File: config.mk
export PLATFORM = sky130hd
export DESIGN_NAME = fp16_add_arbiter
export DESIGN_NICKNAME = d
export VERILOG_FILES = /design/src/rtl/fp16_add_arbiter.sv
export SDC_FILE = /design/constraint.sdc
export NUM_CORES = 1
export LEC_CHECK = 0
export CAP_MARGIN = 20
export CORE_MARGIN = 3
export CORE_UTILIZATION = 33
export CTS_BUF_LIST = sky130_fd_sc_hd__clkbuf_4 sky130_fd_sc_hd__clkbuf_8 sky130_fd_sc_hd__clkbuf_16
export CTS_CLUSTER_SIZE = 16
export DETAILED_ROUTE_END_ITERATION = 10
export PLACE_DENSITY_LB_ADDON = 0.05
export SKIP_LAST_GASP = 1
export SYNTH_ARGS = -nofsm -noshare
export SYNTH_HDL_FRONTEND = slang
export SYNTH_SLANG_ARGS = --single-unit
File: constraint.sdc
create_clock -name clk -period 2.2 [get_ports clk]
set_input_delay 0.55 -clock clk [delete_from_list [all_inputs] [get_ports clk]]
set_output_delay 0.55 -clock clk [all_outputs]
set_load 0.02 [all_outputs]
File: src/rtl/fp16_add_arbiter.sv
// fp16_add_arbiter: round-robin arbiter that shares one multi-cycle FP16 adder
// core between NUM_REQ requesters. It grants one request at a time, issues the
// operation with a start/done handshake and returns the result tagged with the
// requester id on a shared response bus.
// Optional feature: define ARB_TIMEOUT_EN to enable a BUSY watchdog. When the
// watchdog expires, the arbiter returns qNaN with rsp_err=1.
module fp16_add_arbiter #(
  parameter int unsigned NUM_REQ     = 4,
  parameter int unsigned ID_W        = $clog2(NUM_REQ),
  parameter int unsigned TIMEOUT_CYC = 32
) (
  input  logic                  clk,
  input  logic                  rst,
  input  logic [NUM_REQ-1:0]    req_valid,
  input  logic [16*NUM_REQ-1:0] req_a,
  input  logic [16*NUM_REQ-1:0] req_b,
  input  logic [NUM_REQ-1:0]    req_sub,
  output logic [NUM_REQ-1:0]    req_ready,
  output logic                  rsp_valid,
  output logic [ID_W-1:0]       rsp_id,
  output logic [15:0]           rsp_result,
  output logic                  rsp_err,
  input  logic                  rsp_ready,
  output logic                  add_start,
  output logic [15:0]           add_a,
  output logic [15:0]           add_b,
  output logic                  add_op,
  input  logic                  add_done,
  input  logic [15:0]           add_result,
  output logic                  busy
);

  localparam logic [15:0] QNAN = 16'h7E00;

  // Reject parameter values the arbiter cannot support.
  if (NUM_REQ < 2 || NUM_REQ > 8) begin : g_bad_num_req
    $error("fp16_add_arbiter: NUM_REQ must be in 2..8");
  end
  if (TIMEOUT_CYC < 1 || TIMEOUT_CYC > 255) begin : g_bad_timeout
    $error("fp16_add_arbiter: TIMEOUT_CYC must be in 1..255");
  end

  typedef enum logic [1:0] {IDLE, ISSUE, BUSY, RESP} state_t;

  state_t          state, state_nxt;
  logic [ID_W-1:0] ptr, ptr_nxt;
  logic [ID_W-1:0] grant_id;
  logic            grant_vld;
  logic [15:0]     a_nxt, b_nxt, res_nxt;
  logic            op_nxt;
  logic [ID_W-1:0] id_nxt;
  logic [15:0]     a_arr [NUM_REQ];
  logic [15:0]     b_arr [NUM_REQ];

`ifdef ARB_TIMEOUT_EN
  localparam logic [7:0] WD_LIMIT = 8'(TIMEOUT_CYC - 1);
  logic [7:0] wd_cnt, wd_nxt;
  logic       err_q, err_nxt;
`endif

  // Unpack the flat operand buses into per-requester words.
  for (genvar gi = 0; gi < NUM_REQ; gi++) begin : g_unpack
    assign a_arr[gi] = req_a[16*gi +: 16];
    assign b_arr[gi] = req_b[16*gi +: 16];
  end

  // Round-robin search: first valid requester at or above ptr, wrapping.
  always_comb begin
    int unsigned scan;
    grant_vld = 1'b0;
    grant_id  = '0;
    scan      = 0;
    for (int unsigned k = 0; k < NUM_REQ; k++) begin
      scan = 32'(ptr) + k;
      if (scan >= NUM_REQ) scan = scan - NUM_REQ;
      if (!grant_vld && req_valid[ID_W'(scan)]) begin
        grant_vld = 1'b1;
        grant_id  = ID_W'(scan);
      end
    end
  end

  // Next-state and datapath-next logic; req_ready is the only combinational output.
  always_comb begin
    state_nxt = state;
    ptr_nxt   = ptr;
    a_nxt     = add_a;
    b_nxt     = add_b;
    op_nxt    = add_op;
    id_nxt    = rsp_id;
    res_nxt   = rsp_result;
    req_ready = '0;
`ifdef ARB_TIMEOUT_EN
    wd_nxt    = wd_cnt;
    err_nxt   = err_q;
`endif
    case (state)
      IDLE: begin
        if (grant_vld) begin
          req_ready[grant_id] = 1'b1;
          a_nxt     = a_arr[grant_id];
          b_nxt     = b_arr[grant_id];
          op_nxt    = req_sub[grant_id];
          id_nxt    = grant_id;
          ptr_nxt   = (32'(grant_id) == NUM_REQ - 1) ? '0 : grant_id + ID_W'(1);
          state_nxt = ISSUE;
`ifdef ARB_TIMEOUT_EN
          err_nxt   = 1'b0;
`endif
        end
      end
      ISSUE: begin
        state_nxt = BUSY;
`ifdef ARB_TIMEOUT_EN
        wd_nxt    = '0;
`endif
      end
      BUSY: begin
        if (add_done) begin
          res_nxt   = add_result;
          state_nxt = RESP;
        end
`ifdef ARB_TIMEOUT_EN
        else if (wd_cnt == WD_LIMIT) begin
          res_nxt   = QNAN;
          err_nxt   = 1'b1;
          state_nxt = RESP;
        end else begin
          wd_nxt = wd_cnt + 8'd1;
        end
`endif
      end
      RESP: begin
        if (rsp_ready) state_nxt = IDLE;
      end
      default: state_nxt = IDLE;
    endcase
    if (rst) req_ready = '0;
  end

  // State, pointer, operand/result registers and registered handshake outputs.
  always_ff @(posedge clk) begin
    if (rst) begin
      state      <= IDLE;
      ptr        <= '0;
      add_a      <= '0;
      add_b      <= '0;
      add_op     <= 1'b0;
      rsp_id     <= '0;
      rsp_result <= '0;
      rsp_valid  <= 1'b0;
      add_start  <= 1'b0;
      busy       <= 1'b0;
    end else begin
      state      <= state_nxt;
      ptr        <= ptr_nxt;
      add_a      <= a_nxt;
      add_b      <= b_nxt;
      add_op     <= op_nxt;
      rsp_id     <= id_nxt;
      rsp_result <= res_nxt;
      rsp_valid  <= (state_nxt == RESP);
      add_start  <= (state_nxt == ISSUE);
      busy       <= (state_nxt != IDLE);
    end
  end

`ifdef ARB_TIMEOUT_EN
  // Watchdog counter and error flag for the timeout substitute result.
  always_ff @(posedge clk) begin
    if (rst) begin
      wd_cnt <= '0;
      err_q  <= 1'b0;
    end else begin
      wd_cnt <= wd_nxt;
      err_q  <= err_nxt;
    end
  end
  assign rsp_err = err_q;
`else
  assign rsp_err = 1'b0;
`endif

endmodule
==> metrics.md <==
| Metric | Value |
|---|---|
| Status | complete, no violations |
| IO Pins | 215 |
| Vias in the first global route | approximately 2,900 |
| Setup Skew | 9.00 ps |
| Synth area leaders | dfxtp_1 43%, mux2i_1 13%, a222oi_1 12% |
| Yosys warnings | 0 |
| Synth Instances | 288 |
| Count leader, synth | dfxtp_1 |
| Final #Nets | 669 |
| Mapped Nets | 444 |
| Critical Path Slowest Stage Cell | or4_4 |
| Global-route wire length before repair | 15,100 um |
| Non-filler instance count after layout | 619 |
| Clock share of power | 28.2% |
| Highest clock rate | approximately 460 MHz |
| Critical path depth | 6 |
| Relative slew slack | about three fifths |
| Static leakage | between 2 and 2.5 nW |
| Minimum clock period | 2200 ps |
| Synth cell types | 37 |
| VDD IR max | 0.000351 V |
| Maximum clock path buffer count | 2 |
| Post-route cell area | 5290 sq um |
| Synth Flop Type | dfxtp_1 |
| CTS buffer count | 9 |
| Tightest Pin Transition | approximately 600 ps |
| Vias per inst | 5.14 |
| Comb pwr share | about 37% |
| Setup crit end kind | output pin |
| Clk slew on worst S/H paths | about 60 ps |
| WS Path Type | input pin to output pin |
| Reg2Reg Depth | 6 |
| Endpoints failing setup | 0 |
| Critical path buffers and inverters | 3 |
| Worst Hold Slack | about 450 ps |
| Clock latency on the worst-skew pair | approximately 330 ps |
| CP required | approximately 1700 ps |
| CP Cell Sequence | buf_8 > or4_4 > nand3_4 > buf_4 > nor3_4 > buf_6 |
| Sw Share | between 20% and 30% |
| Antenna violations before repair | 0 |
| Met3 usage | about 8.5% |
| Pint | 2.56 mW |
| # clock sinks | 58 |
| Psw | between 1 and 1.5 mW |
| Pin count of the biggest net entering global routing | 34 |
| Crit path max-delay family | simple AND/OR/NAND/NOR gates |
| Drt drc | 0 |
| Dpl cell area | around 5000 sq um |
| Synth Cell Area | about 2700 sq um |
| Routed len/inst | around 17 um |
| Grt ovf | 0 |
| R2r startpoint | ptr[0] |
| Routed WL | 10,700 um |
| Async SR Flop Fraction | 0% |
| # H-tree levels | 3 |
| Hold Path Class | flip-flop to flip-flop |
| DRT Pass-1 Iters | 7 |
| Met1 Use GR | 24.1% |
| Placed insts | about 600 |
| Max Slew Vio Count | 0 |
| Critical Path Source | req_valid[2] |
| Crit path arrival time | about 1700 ps |
| Synth area leader | dfxtp_1 |
| Sequential Power Share | 34.9% |
| Post-synth EDFFs | 0 |
| Via count | 3,183 |
| Synth top area share | between 40% and 50% |
| R2R setup slack | about 260 ps |
| Initial core utilization | 34.4% |
| Worst setup SP type | input pin |
| Layout cells sized above 1 | 12.8% |
| Syn_area_per_cell | between 9 and 10 sq um |
| 1st-iter DRT viols | between 150 and 200 |
| Yosys reg bits | 58 |
| Fillers | about 670 |
| Core Region | a little under 8000 sq um |
| Die W | 96.5 um |
| All-layer global routing usage | 21.1% |
| Reg-to-reg endpoint | add_a[3] |
| CTS tree | built |
| CP Max Fanout | 4 |
| Seq/Total Area, Yosys | 43.0% |
| Buffers on Ports | approximately 210 |
| GP Congestion | between 0.9 and 1 |
| RSZ-0062 raised after global routing | true |
| Routed Antenna Nets | 0 |
| Hpwl dp | approximately 8000 um |
| Met2 Usage GRT | 35.1% |
| End-of-flow core utilization | around two thirds |
| Die ar. | about 9300 sq um |
| Slowest stage delay, CP | ~550 ps |
| Final worst path period share | roughly 100% |
| Top cells by instance count after synthesis | 58 x dfxtp_1, 36 x mux2i_1, 36 x nand2_1 |
| PwrDens | 688 nW/um^2 |
| Die Height | 96.5 um |
| Diodes inserted | 0 |
| Max-cap violation count | 0 |
| Area Overhead vs Synth | 95.9% |
| Final hold viol count | 0 |
| Row count | 32 |
| CTS root buf | clkbuf_8 |
| CP endpoint | req_ready[3] |
| Gr busiest metal | met2 |
| Hold path depth | 2 |
-- power groups by stage --
stage / Combinational, mW / Sequential [mW] / Clock, mW
after floorplan: 0.455 / 1.45 / 0
after global placement: 1.32 / 1.29 / 0
after detailed placement: 1.33 / 1.29 / 0
after CTS: 1.34 / 1.27 / 1.06
after global routing: 1.44 / 1.29 / 1.10
final: 1.34 / 1.27 / 1.03
-- per-layer routing --
| layer | routed length [um] | part of all wire [%] |
|---|---|---|
| met2 | 5050 | 47 |
| met1 | 4000 | 37 |
| met3 | 1380 | 13 |
| met5 | 0 | 0 |
| met4 | 238 | 2.2 |
-- what timing repair did --
action                     CTS  global route
pin swaps                    4             4
hold buffers                 0             0
setup buffers                0             2
setup endpoints to repair   37             3
resized for setup           42            16
-- layout make-up --
type / count / area [sq um] / area share, %
inverters: 6 / 25.0 / 0.473
clock buffers: 13 / 173 / 3.26
well taps: 102 / 128 / 2.41
multi-input cells: 199 / 1400 / 26.5
flip-flops and latches: 58 / 1160 / 22.0
clock inverters: 2 / 35.0 / 0.662
repair buffers: 239 / 2360 / 44.7
-- layout by cell type, fill, tap and decap left out, drive strengths merged, types with 2 or more instances in the layout --
cell type,netlist,final
clkdlybuf4s50,0,204
dfxtp,58,58
nand2,36,36
mux2i,36,36
o21ai,36,36
buf,17,34
a222oi,33,33
a21oi,21,21
nor2,14,14
clkbuf,8,13
inv,6,6
nand2b,3,3
nand3,2,2
a211oi,2,2
nor3,2,2
or2,2,2
-- worst register-to-register path: stages (launching register included) --
cell	delay, ps
dfxtp_2	330
nand2b_1	170
a21oi_1	220
a211o_2	180
buf_4	480
mux2i_1	320
o21ai_0	100
-- through the flow --
| stage | worst slack, ps | setup TNS [ps] | power, mW |
|---|---|---|---|
| detailed placement | -856 | -22280 | 2.63 |
| global route | -30.0 | -82.8 | 3.82 |
| CTS | -25.3 | -25.3 | 3.67 |
| global placement | -811 | -19990 | 2.61 |
| floorplan | -26.0 | -26.0 | 1.91 |
| finish | 2.28 | 0 | 3.64 |
-- flip-flops by register name (all words and copies together) (netlist names), 2 cells and up --
register	flops
add_a	16
add_b	16
rsp_result	16
ptr	2
rsp_id	2
state	2
-- worst min path at each step --
stage,end,slack (ps),from
floorplan,ptr[0],490,ptr[0]
global placement,rsp_result[4],440,rsp_result[4]
detailed placement,rsp_result[8],450,rsp_result[8]
CTS,rsp_result[4],460,rsp_result[4]
global route,rsp_result[13],470,rsp_result[13]
finish,rsp_result[15],450,rsp_result[15]
-- kinds of logic after synthesis --
group | Yosys count | share of synthesized area, %
compound gates | 97 | 25.1
simple gates | 65 | 11.7
flops | 58 | 43.0
mux | 36 | 13.3
buf+inv | 31 | 6.81
other cells | 1 | 0.139
No activity file was read; power rests on OpenSTA's default activity.
